`config.mk`:
```
export PLATFORM = sky130hd
export DESIGN_NAME = mips_multicycle_ctrl_flat
export DESIGN_NICKNAME = d
export VERILOG_FILES = /design/src/rtl/mips_multicycle_ctrl_if.sv /design/src/rtl/mips_multicycle_ctrl.sv /design/src/flat_wrapper.sv
export SDC_FILE = /design/constraint.sdc
export NUM_CORES = 1
export LEC_CHECK = 0
export BUFFER_PORTS_ARGS = -buffer_cell sky130_fd_sc_hd__buf_2
export CAP_MARGIN = 40
export CORE_MARGIN = 2
export CORE_UTILIZATION = 51
export CTS_CLUSTER_DIAMETER = 30
export CTS_CLUSTER_SIZE = 28
export DETAILED_ROUTE_END_ITERATION = 6
export PLACE_DENSITY = 0.77
export SLEW_MARGIN = 10
export SYNTH_ARGS = -nofsm -noshare
export SYNTH_HDL_FRONTEND = slang
export SYNTH_SLANG_ARGS = --single-unit
```
`constraint.sdc`:
```
create_clock -name clk -period 6.1 [get_ports clk]
set_input_delay 0.305 -clock clk [delete_from_list [all_inputs] [get_ports clk]]
set_output_delay 0.305 -clock clk [all_outputs]
set_load 0.03 [all_outputs]
```
`src/rtl/mips_multicycle_ctrl_if.sv`:
```
// rtl/mips_multicycle_ctrl_if.sv - memory request/ready handshake between control unit and memory
interface mips_multicycle_ctrl_if;
    logic mem_read;
    logic mem_write;
    logic iord;
    logic mem_ready;

    modport master (output mem_read, output mem_write, output iord, input mem_ready);
    modport slave  (input mem_read, input mem_write, input iord, output mem_ready);
endinterface

```
`src/rtl/mips_multicycle_ctrl.sv`:
```
// rtl/mips_multicycle_ctrl.sv - multicycle MIPS control FSM with memory wait timeout and retire counter
module mips_multicycle_ctrl #(
    parameter int WAIT_TIMEOUT = 15,
    parameter int CNT_W        = 32,
    parameter int EN_JUMP      = 1,
    parameter int EN_ADDI      = 1
) (
    input  logic                 clk,
    input  logic                 reset,
    input  logic [5:0]           opcode,
    input  logic                 zero,
    mips_multicycle_ctrl_if.master mem,
    output logic                 pc_en,
    output logic                 pc_write_cond,
    output logic                 ir_write,
    output logic                 mem2reg,
    output logic                 reg_dst,
    output logic                 reg_write,
    output logic                 alu_src_a,
    output logic [1:0]           alu_src_b,
    output logic [1:0]           alu_op,
    output logic [1:0]           pc_source,
    output logic [3:0]           state,
    output logic                 instr_done,
    output logic [CNT_W-1:0]     retired,
    output logic                 illegal,
    output logic                 bus_error
);
    // The wait counter only has to reach WAIT_TIMEOUT-1; the next stalled cycle errors out.
    localparam int TW    = (WAIT_TIMEOUT > 1) ? $clog2(WAIT_TIMEOUT) : 1;
    localparam int LIMIT = (WAIT_TIMEOUT > 0) ? WAIT_TIMEOUT - 1 : 0;

    typedef enum logic [3:0] {
        S_FETCH  = 4'd0,
        S_DECODE = 4'd1,
        S_MEMADR = 4'd2,
        S_MEMRD  = 4'd3,
        S_MEMWB  = 4'd4,
        S_MEMWR  = 4'd5,
        S_EXEC   = 4'd6,
        S_ALUWB  = 4'd7,
        S_BRANCH = 4'd8,
        S_JUMP   = 4'd9,
        S_ADDIEX = 4'd10,
        S_ADDIWB = 4'd11,
        S_ERROR  = 4'd15
    } state_t;

    state_t        cur, nxt;
    logic [TW-1:0] wait_cnt;
    logic          limit_hit, waiting, decode_bad;
    logic          pc_write, pcwc_raw, ir_write_raw, reg_write_raw;
    logic          mem_read_raw, mem_write_raw, done_raw;

    assign limit_hit = (WAIT_TIMEOUT > 0) && (wait_cnt == TW'(LIMIT));

    always_comb begin
        nxt           = cur;
        waiting       = 1'b0;
        decode_bad    = 1'b0;
        pc_write      = 1'b0;
        pcwc_raw      = 1'b0;
        ir_write_raw  = 1'b0;
        reg_write_raw = 1'b0;
        mem_read_raw  = 1'b0;
        mem_write_raw = 1'b0;
        done_raw      = 1'b0;
        mem.iord      = 1'b0;
        mem2reg       = 1'b0;
        reg_dst       = 1'b0;
        alu_src_a     = 1'b0;
        alu_src_b     = 2'b00;
        alu_op        = 2'b00;
        pc_source     = 2'b00;
        case (cur)
            S_FETCH: begin
                mem_read_raw = 1'b1;
                waiting      = 1'b1;
                if (mem.mem_ready) begin
                    ir_write_raw = 1'b1;
                    pc_write     = 1'b1;
                    alu_src_b    = 2'b01;
                    nxt          = S_DECODE;
                end else if (limit_hit) begin
                    nxt = S_ERROR;
                end
            end
            S_DECODE: begin
                alu_src_b = 2'b11;
                case (opcode)
                    6'b100011, 6'b101011: nxt = S_MEMADR;
                    6'b000000:            nxt = S_EXEC;
                    6'b000100:            nxt = S_BRANCH;
                    6'b000010: begin
                        nxt        = (EN_JUMP != 0) ? S_JUMP : S_ERROR;
                        decode_bad = (EN_JUMP == 0);
                    end
                    6'b001000: begin
                        nxt        = (EN_ADDI != 0) ? S_ADDIEX : S_ERROR;
                        decode_bad = (EN_ADDI == 0);
                    end
                    default: begin
                        nxt        = S_ERROR;
                        decode_bad = 1'b1;
                    end
                endcase
            end
            S_MEMADR: begin
                alu_src_a = 1'b1;
                alu_src_b = 2'b10;
                nxt       = (opcode == 6'b101011) ? S_MEMWR : S_MEMRD;
            end
            S_MEMRD: begin
                mem_read_raw = 1'b1;
                mem.iord     = 1'b1;
                waiting      = 1'b1;
                if (mem.mem_ready) nxt = S_MEMWB;
                else if (limit_hit) nxt = S_ERROR;
            end
            S_MEMWB: begin
                reg_write_raw = 1'b1;
                mem2reg       = 1'b1;
                done_raw      = 1'b1;
                nxt           = S_FETCH;
            end
            S_MEMWR: begin
                mem_write_raw = 1'b1;
                mem.iord      = 1'b1;
                waiting       = 1'b1;
                if (mem.mem_ready) begin
                    done_raw = 1'b1;
                    nxt      = S_FETCH;
                end else if (limit_hit) begin
                    nxt = S_ERROR;
                end
            end
            S_EXEC: begin
                alu_src_a = 1'b1;
                alu_op    = 2'b10;
                nxt       = S_ALUWB;
            end
            S_ALUWB: begin
                reg_write_raw = 1'b1;
                reg_dst       = 1'b1;
                done_raw      = 1'b1;
                nxt           = S_FETCH;
            end
            S_BRANCH: begin
                alu_src_a = 1'b1;
                alu_op    = 2'b01;
                pc_source = 2'b01;
                pcwc_raw  = 1'b1;
                done_raw  = 1'b1;
                nxt       = S_FETCH;
            end
            S_JUMP: begin
                pc_source = 2'b10;
                pc_write  = 1'b1;
                done_raw  = 1'b1;
                nxt       = S_FETCH;
            end
            S_ADDIEX: begin
                alu_src_a = 1'b1;
                alu_src_b = 2'b10;
                nxt       = S_ADDIWB;
            end
            S_ADDIWB: begin
                reg_write_raw = 1'b1;
                done_raw      = 1'b1;
                nxt           = S_FETCH;
            end
            default: nxt = S_ERROR;
        endcase
    end

    always_ff @(posedge clk) begin
        if (reset) begin
            cur       <= S_FETCH;
            wait_cnt  <= '0;
            retired   <= '0;
            illegal   <= 1'b0;
            bus_error <= 1'b0;
        end else begin
            cur <= nxt;
            if (mem.mem_ready || nxt != cur) wait_cnt <= '0;
            else if (waiting) wait_cnt <= wait_cnt + TW'(1);
            if (done_raw) retired <= retired + CNT_W'(1);
            if (decode_bad) illegal <= 1'b1;
            if (waiting && !mem.mem_ready && limit_hit) bus_error <= 1'b1;
        end
    end

    // Reset cycles must never commit anything to the datapath or memory.
    assign pc_en         = !reset && (pc_write || (pcwc_raw && zero));
    assign pc_write_cond = !reset && pcwc_raw;
    assign ir_write      = !reset && ir_write_raw;
    assign reg_write     = !reset && reg_write_raw;
    assign mem.mem_read  = !reset && mem_read_raw;
    assign mem.mem_write = !reset && mem_write_raw;
    assign instr_done    = !reset && done_raw;
    assign state         = cur;
endmodule

```
`src/flat_wrapper.sv`:
```
// flat-port wrapper written by rule: the top's interface ports become plain ports
module mips_multicycle_ctrl_flat 
#(
    parameter int WAIT_TIMEOUT = 15,
    parameter int CNT_W        = 32,
    parameter int EN_JUMP      = 1,
    parameter int EN_ADDI      = 1
)
  (clk, reset, opcode, zero, pc_en, pc_write_cond, ir_write, mem2reg, reg_dst, reg_write, alu_src_a, alu_src_b, alu_op, pc_source, state, instr_done, retired, illegal, bus_error, mem_mem_read, mem_mem_write, mem_iord, mem_mem_ready);
  mips_multicycle_ctrl_if mem_i ();
  input  logic clk;
  input  logic reset;
  input  logic [5:0] opcode;
  input  logic zero;
  output logic pc_en;
  output logic pc_write_cond;
  output logic ir_write;
  output logic mem2reg;
  output logic reg_dst;
  output logic reg_write;
  output logic alu_src_a;
  output logic [1:0] alu_src_b;
  output logic [1:0] alu_op;
  output logic [1:0] pc_source;
  output logic [3:0] state;
  output logic instr_done;
  output logic [CNT_W-1:0] retired;
  output logic illegal;
  output logic bus_error;
  output wire logic [$bits(mem_i.mem_read)-1:0] mem_mem_read;
  output wire logic [$bits(mem_i.mem_write)-1:0] mem_mem_write;
  output wire logic [$bits(mem_i.iord)-1:0] mem_iord;
  input wire logic [$bits(mem_i.mem_ready)-1:0] mem_mem_ready;
  assign mem_mem_read = mem_i.mem_read;
  assign mem_mem_write = mem_i.mem_write;
  assign mem_iord = mem_i.iord;
  assign mem_i.mem_ready = mem_mem_ready;
  mips_multicycle_ctrl #(.WAIT_TIMEOUT(WAIT_TIMEOUT), .CNT_W(CNT_W), .EN_JUMP(EN_JUMP), .EN_ADDI(EN_ADDI)) u_core (.clk(clk), .reset(reset), .opcode(opcode), .zero(zero), .mem(mem_i), .pc_en(pc_en), .pc_write_cond(pc_write_cond), .ir_write(ir_write), .mem2reg(mem2reg), .reg_dst(reg_dst), .reg_write(reg_write), .alu_src_a(alu_src_a), .alu_src_b(alu_src_b), .alu_op(alu_op), .pc_source(pc_source), .state(state), .instr_done(instr_done), .retired(retired), .illegal(illegal), .bus_error(bus_error));
endmodule
```
==> out/results.tsv, run 1 <==
metric	value	unit
Post-DRT Antenna Nets	0	
top cells by area, synth	dfxtp_1 33%, o31ai_1 6.8%, a21oi_1 5.9%, or4_1 5.6%, nor2_1 5.5%	
sw frac	0.468	
CTS sink cnt	42	
syn nets	339	
clock slew at reported path FFs	0.08	ns
global-route wire length before repair	9.98	mm
Setup CP Type	reg2reg	
# Post-CTS Setup Buffers	0	
CTS tree	done	
mux cell area share after synthesis	0.00396	
IO Pins	65	
post-synth cell types	49	
total inserted antenna cells	0	
DR pass1 iterations	4	
Sequential cell area	841	sq um
DR DRC count	0	
r2r setup slk	2.99	ns
top cell type's share of synthesized area	0.333	
Hold Startpoint	opcode[4]	
die height	74.4	um
crit path DAT	3.25	ns
Hold Path Class	in2reg	
Max clock buf depth	2	
H-tree depth	2	
final clock skew	0.00449	ns
Vias	2623	
slew margin rel.	0.428	
Pint	0.541	mW
crit-path max FO	28	
post-synthesis register bit count	42	
initial antenna violation count	0	
Reg power frac	0.362	
unrepaired setup endpoints after global routing	false	
worst-margin pin slew	0.858	ns
WP buf/inv	0	
R2R Path End	u_core.retired[21]	
top_reg_cell synth	dfxtp_1	
Hold Path Cell Cnt	4	
Worst VDD drop	191	uV
total track usage	0.224	
pin count of the biggest net entering global routing	47	
final net count	385	
Top cell by count, worst path	a21oi_1	
compound-gate portion of the synthesized area	0.209	
total of warnings raised by yosys	0	
CTS Hold Buffers Added	0	
setup TNS	0	ns
Gate power share	0.462	
share of layout cells above drive strength 1	0.209	
max-cap violation count	0	
Seq/Total Area, Yosys	0.333	
grt total ovfl	0	
CP startpoint	u_core.state[0]	
Clock Power Share	0.176	
area leader, netlist	dfxtp_1	
CP Launch Type	flip-flop	
worst hold endpoint	u_core.state[1]	
Crit path largest cell delay	0.85	ns
Worst Setup End Kind	flip-flop	
fmax	321	MHz
Filler Cells Inserted	454	
main combinational cell family by area after synthesis	simple AND/OR/NAND/NOR gates	
PD cells	348	mW/mm^2
min cycle time layout	3.11	ns
core region area	0.00475	sq mm
multi-input logic area	0.00153	sq mm
endpoints failing setup	0	
delay-heaviest family, CP	simple AND/OR/NAND/NOR gates	
Async SR Flop Fraction	0	
outcome	finished clean	
sw power	0.477	mW
slowest stage cell on the critical path	dfxtp_1	
GP Congestion	0.902	
# port buffers	64	
Adder-Cell Fraction of Synth Area	0.0148	
post-synthesis xor/xnor area fraction	0.0520	
Layout Area Growth over Synthesis	15.6	%
Final Hold Viols	0	
Die Width	74.4	um
via/cell ratio	5.96	
initial core utilization	0.532	
Post-DP HPWL	4.32	mm
DIE AREA	0.00554	sq mm
Cell Area, Synth	0.00253	sq mm
total CTS buffers	5	
EDFF count, synth	0	
Clock Tree Root	clkbuf_8	
post-route cell area	0.00292	sq mm
top cells by count, synth	42 x dfxtp_1, 37 x nor2_1, 30 x a21oi_1	
Syn Area/Cell	7.76	sq um
Post-Synth Simple-Gate Area	0.325	
top-count cell post-synth	dfxtp_1	
final period utilization	0.510	
Syn Inst Count	326	
Critical Path RT	6.24	ns
post-place instance area	0.00283	sq mm
LEAKAGE	1.09	nW
initial DRC count	181	
drt wl/cell	14.1	um
Final Max Slew Viols	0	
CTS resizes	0	
clock latency on the worst-skew pair	0.29	ns
CP Cell Sequence	or3b_2 -> a21oi_1 -> or3_1 -> or4_1 -> a21oi_1	
RR Startpoint	u_core.state[0]	
worst r2r path cells	5	
number of global-route vias before repair	2198	
final wirelength	6.22	mm
row count	25	
[how the worst max path moves through the flow]
stage | cells past startpoint | slack [ns] | endpoint
after CTS | 5 | 2.98 | u_core.retired[21]
after floorplan | 6 | 3.29 | reg_write
after global routing | 5 | 2.68 | u_core.retired[16]
after detailed placement | 5 | 2.99 | u_core.retired[21]
final | 5 | 2.99 | u_core.retired[21]
after global placement | 5 | 3.06 | u_core.retired[25]
[per-layer routing]
| layer | share of wire | up-vias | GRT usage |
|---|---|---|---|
| met5 | 0 | - | 0 |
| met4 | 0.0092 | 0 | 0.0417 |
| met3 | 0.072 | 6 | 0.0420 |
| met2 | 0.45 | 85 | 0.354 |
| met1 | 0.47 | 1220 | 0.321 |
| li1 | - | 1312 | - |
[cell families (layout without fill, tap and decap cells)]
group / after synthesis / count (layout)
buffers and inverters: 34 / 81
AOI/OAI and AO/OA: 81 / 81
DFF: 42 / 42
xor gates and xnor gates: 15 / 15
muxes: 1 / 1
adders and majority gates: 3 / 3
and+or+nand+nor: 150 / 150
[power groups by stage]
stage	Clock [mW]	Sequential, mW	Combinational [mW]
2_1_floorplan	0	0.356	0.380
3_3_place_gp	0	0.371	0.467
3_5_place_dp	0	0.373	0.469
4_1_cts	0.185	0.367	0.470
5_1_grt	0.196	0.376	0.512
6_report	0.179	0.368	0.471
[sequential cells by signal, summed over array words and instances (netlist names)]
register,flops
u_core.retired,32
u_core.state,4
u_core.wait_cnt,4
u_core.bus_error,1
u_core.illegal,1
[final cells by class]
cell class              instances  share of cell area
repair buffers                 65               0.119
clock buffers                   7              0.0295
well taps                      67              0.0287
inverters                       8              0.0103
clock inverters                 1             0.00171
multi-input cells             250               0.523
flip-flops and latches         42               0.288
[worst register-to-register path, delay by kind of cell, from the launching register on]
family          cells  cell delay (ns)
compound gates      2             0.74
flops               1             0.85
simple gates        3             1.37
[metrics by stage]
| step | worst slack (ns) | std cells | hold slack, ns | total power [mW] | util |
|---|---|---|---|---|---|
| final | 2.99 | 440 | 0.459 | 1.02 | 0.615 |
| after global routing | 2.68 | 440 | 0.494 | 1.08 | 0.615 |
| after CTS | 2.98 | 440 | 0.460 | 1.02 | 0.615 |
| after detailed placement | 2.99 | 432 | 0.459 | 0.841 | 0.596 |
| after global placement | 3.06 | 431 | 0.450 | 0.838 | 0.590 |
| after floorplan | 3.29 | 326 | 0.549 | 0.736 | - |
[placed cells by master (no fill, tap or decap), types with 2 or more instances in the layout]
cell	synthesis	routed
nand3_1	11	11
xor2_1	2	2
a21oi_1	30	30
and4_1	2	2
a22oi_1	2	2
clkinv_1	2	2
inv_1	6	6
a21o_1	3	3
a31oi_1	5	5
nor4_1	14	14
a41oi_1	2	2
and3_1	4	4
xnor2_1	13	13
nand4_1	8	8
nand2b_1	2	2
or3_1	7	7
dfxtp_1	42	42
nor3_1	12	12
and2_1	2	2
clkbuf_8	0	6
ha_1	3	3
nor2_1	37	37
o31ai_1	23	23
o21ai_0	7	7
nand2_1	21	21
nand3b_1	3	3
buf_2	3	64
or4_1	19	19
(Power assumes the default switching activity.)
==> run 2, diff against run 1 <==
- ABC_AREA: not set -> 1
- CORE_UTILIZATION: 51 -> 49
- clock period: 6.1 -> 2.6 ns (I/O delays scaled with it)
==> out/results.tsv, run 2 <==
metric	value	unit
Reg power frac	0.295	
outcome	finished clean	
# Post-CTS Setup Buffers	0	
max-cap violation count	0	
die height	78.8	um
mux cell area share after synthesis	0	
post-synthesis xor/xnor area fraction	0.0703	
Adder-Cell Fraction of Synth Area	0.0137	
crit-path max FO	24	
Seq/Total Area, Yosys	0.307	
top-count cell post-synth	nand2_1	
endpoints failing setup	0	
Post-Synth Simple-Gate Area	0.407	
Critical Path RT	2.47	ns
final period utilization	0.805	
r2r setup slk	0.53	ns
CP startpoint	u_core.state[3]	
clock slew at reported path FFs	0.08	ns
number of global-route vias before repair	2750	
top_reg_cell synth	dfxtp_1	
CTS resizes	0	
total inserted antenna cells	0	
row count	27	
crit path DAT	1.96	ns
Cell Area, Synth	0.00274	sq mm
syn nets	457	
total CTS buffers	5	
CTS Hold Buffers Added	0	
unrepaired setup endpoints after global routing	false	
Syn Area/Cell	6.17	sq um
commonest non-fill, non-tap cell in the layout	nand2_1	
total of warnings raised by yosys	0	
final non-filler cell total	580	
Post-DP HPWL	5.55	mm
fmax	478	MHz
Max clock buf depth	2	
R2R Path End	u_core.retired[4]	
area leader, netlist	dfxtp_1	
CP Launch Type	flip-flop	
most frequent cells in the layout	124 x nand2_1, 64 x buf_2, 52 x inv_1, 51 x nor2_1, 42 x dfxtp_1	
initial antenna violation count	0	
Largest Register	u_core.retired	
Pint	1.33	mW
sw power	1.29	mW
Vias	3061	
final wirelength	7.34	mm
initial DRC count	165	
IO Pins	65	
worst r2r path cells	10	
EDFF count, synth	0	
DR DRC count	0	
clock latency on the worst-skew pair	0.30	ns
Final Hold Viols	0	
compound-gate portion of the synthesized area	0.106	
post-place instance area	0.00312	sq mm
main combinational cell family by area after synthesis	simple AND/OR/NAND/NOR gates	
core region area	0.00544	sq mm
DIE AREA	0.00621	sq mm
Layout Utilization	0.594	
post-synthesis register bit count	42	
LEAKAGE	1.51	nW
top cells by area, synth	dfxtp_1 31%, nand2_1 17%, inv_1 7.1%, nor2_1 7.0%, a21oi_1 6.8%	
Placed Cells	572	
top cell type's share of synthesized area	0.307	
top cells by count, synth	124 x nand2_1, 52 x inv_1, 51 x nor2_1	
grt total ovfl	0	
CTS sink cnt	42	
Post-DRT Antenna Nets	0	
slew margin rel.	0.695	
share of layout cells above drive strength 1	0.177	
Async SR Flop Fraction	0	
DR pass1 iterations	7	
post-synth cell types	29	
GP Congestion	0.900	
global-route wire length before repair	12.3	mm
total track usage	0.245	
initial core utilization	0.504	
Worst Setup End Kind	output pin	
post-route cell area	0.00323	sq mm
sw frac	0.493	
Hold Path Class	in2reg	
min cycle time layout	2.09	ns
# port buffers	64	
Die Width	78.8	um
Syn Inst Count	444	
max FFs per register	32	
Clock Power Share	0.196	
CP Capture Point	instr_done	
setup TNS	0	ns
CTS tree	done	
PD cells	810	mW/mm^2
final net count	520	
Gate power share	0.510	
Worst VDD drop	531	uV
Final Max Slew Viols	0	
via/cell ratio	5.28	
drt wl/cell	12.6	um
Setup CP Type	reg2out	
RR Startpoint	u_core.state[2]	
final clock skew	0.00860	ns
Layout Area Growth over Synthesis	17.8	%
worst-margin pin slew	0.457	ns
Clock Tree Root	clkbuf_8	
H-tree depth	2	
pin count of the biggest net entering global routing	31	
==> run 2: cell count changes in the layout (fill, tap and decap cells not counted), moves of 5 or more <==
cell and delta:
o31ai_1 -23, nand3_1 +17, or3_1 -7, a31oi_1 -5, nand2_1 +103, nor4_1 -14, nor2_1 +14, nor3_1 +15
xor2_1 +11, or4_1 -19, inv_1 +46, a21oi_1 +7
==> run 2: layout make-up <==
| cell class | count | area (sq um) |
|---|---|---|
| fillers | 552 | 2210 |
| flip-flops and latches | 42 | 841 |
| multi-input cells | 335 | 1640 |
| clock buffers | 5 | 68.8 |
| repair buffers | 67 | 343 |
| well taps | 72 | 90.1 |
| inverters | 56 | 210 |
| clock inverters | 3 | 40.0 |
==> run 2: per-layer routing <==
layer / global-route usage / vias to the layer above / share of wire
met5: 0 / - / 0
met4: 0.0912 / 0 / 0.023
met3: 0.0557 / 18 / 0.063
met2: 0.415 / 108 / 0.47
met1: 0.304 / 1388 / 0.45
li1: - / 1547 / -
==> run 2: worst max-delay path: stages (launching register included) <==
cell,delay (ns)
dfxtp_1,0.53
nand2_1,0.21
nand3_1,0.15
o21ai_2,0.09
nor2_4,0.12
buf_4,0.29
nor2_1,0.08
buf_2,0.19
==> run 2: worst min-delay path by stage <==
stage	startpoint	end	slack (ns)	cells past startpoint
detailed placement	reset	u_core.bus_error	0.44	2
finish	reset	u_core.bus_error	0.15	2
global placement	reset	u_core.bus_error	0.44	2
CTS	reset	u_core.bus_error	0.13	2
floorplan	reset	u_core.state[1]	0.36	3
global route	reset	u_core.bus_error	0.15	2
==> run 2: cells by family after synthesis <==
logic type                 count (synthesis)
xor gates and xnor gates                  22
AOI/OAI and AO/OA                         55
adders and majority gates                  3
DFF                                       42
and+or+nand+nor                          255
buffers and inverters                     67
==> run 2: power by group through the flow <==
stage               logic, mW  registers (mW)  clock network (mW)
finish                   1.33           0.771               0.512
global route             1.47           0.782               0.553
CTS                      1.33           0.770               0.524
detailed placement       1.32           0.784                   0
global placement         1.31           0.781                   0
floorplan               0.933           0.854                   0
==> run 2: stage by stage <==
stage | setup WS, ns | hold slack (ns) | power, mW
after detailed placement | 0.566 | 0.443 | 2.10
after floorplan | 0.643 | 0.356 | 1.79
after global placement | 0.700 | 0.439 | 2.09
final | 0.508 | 0.147 | 2.62
after CTS | 0.509 | 0.135 | 2.62
after global routing | 0.265 | 0.147 | 2.81
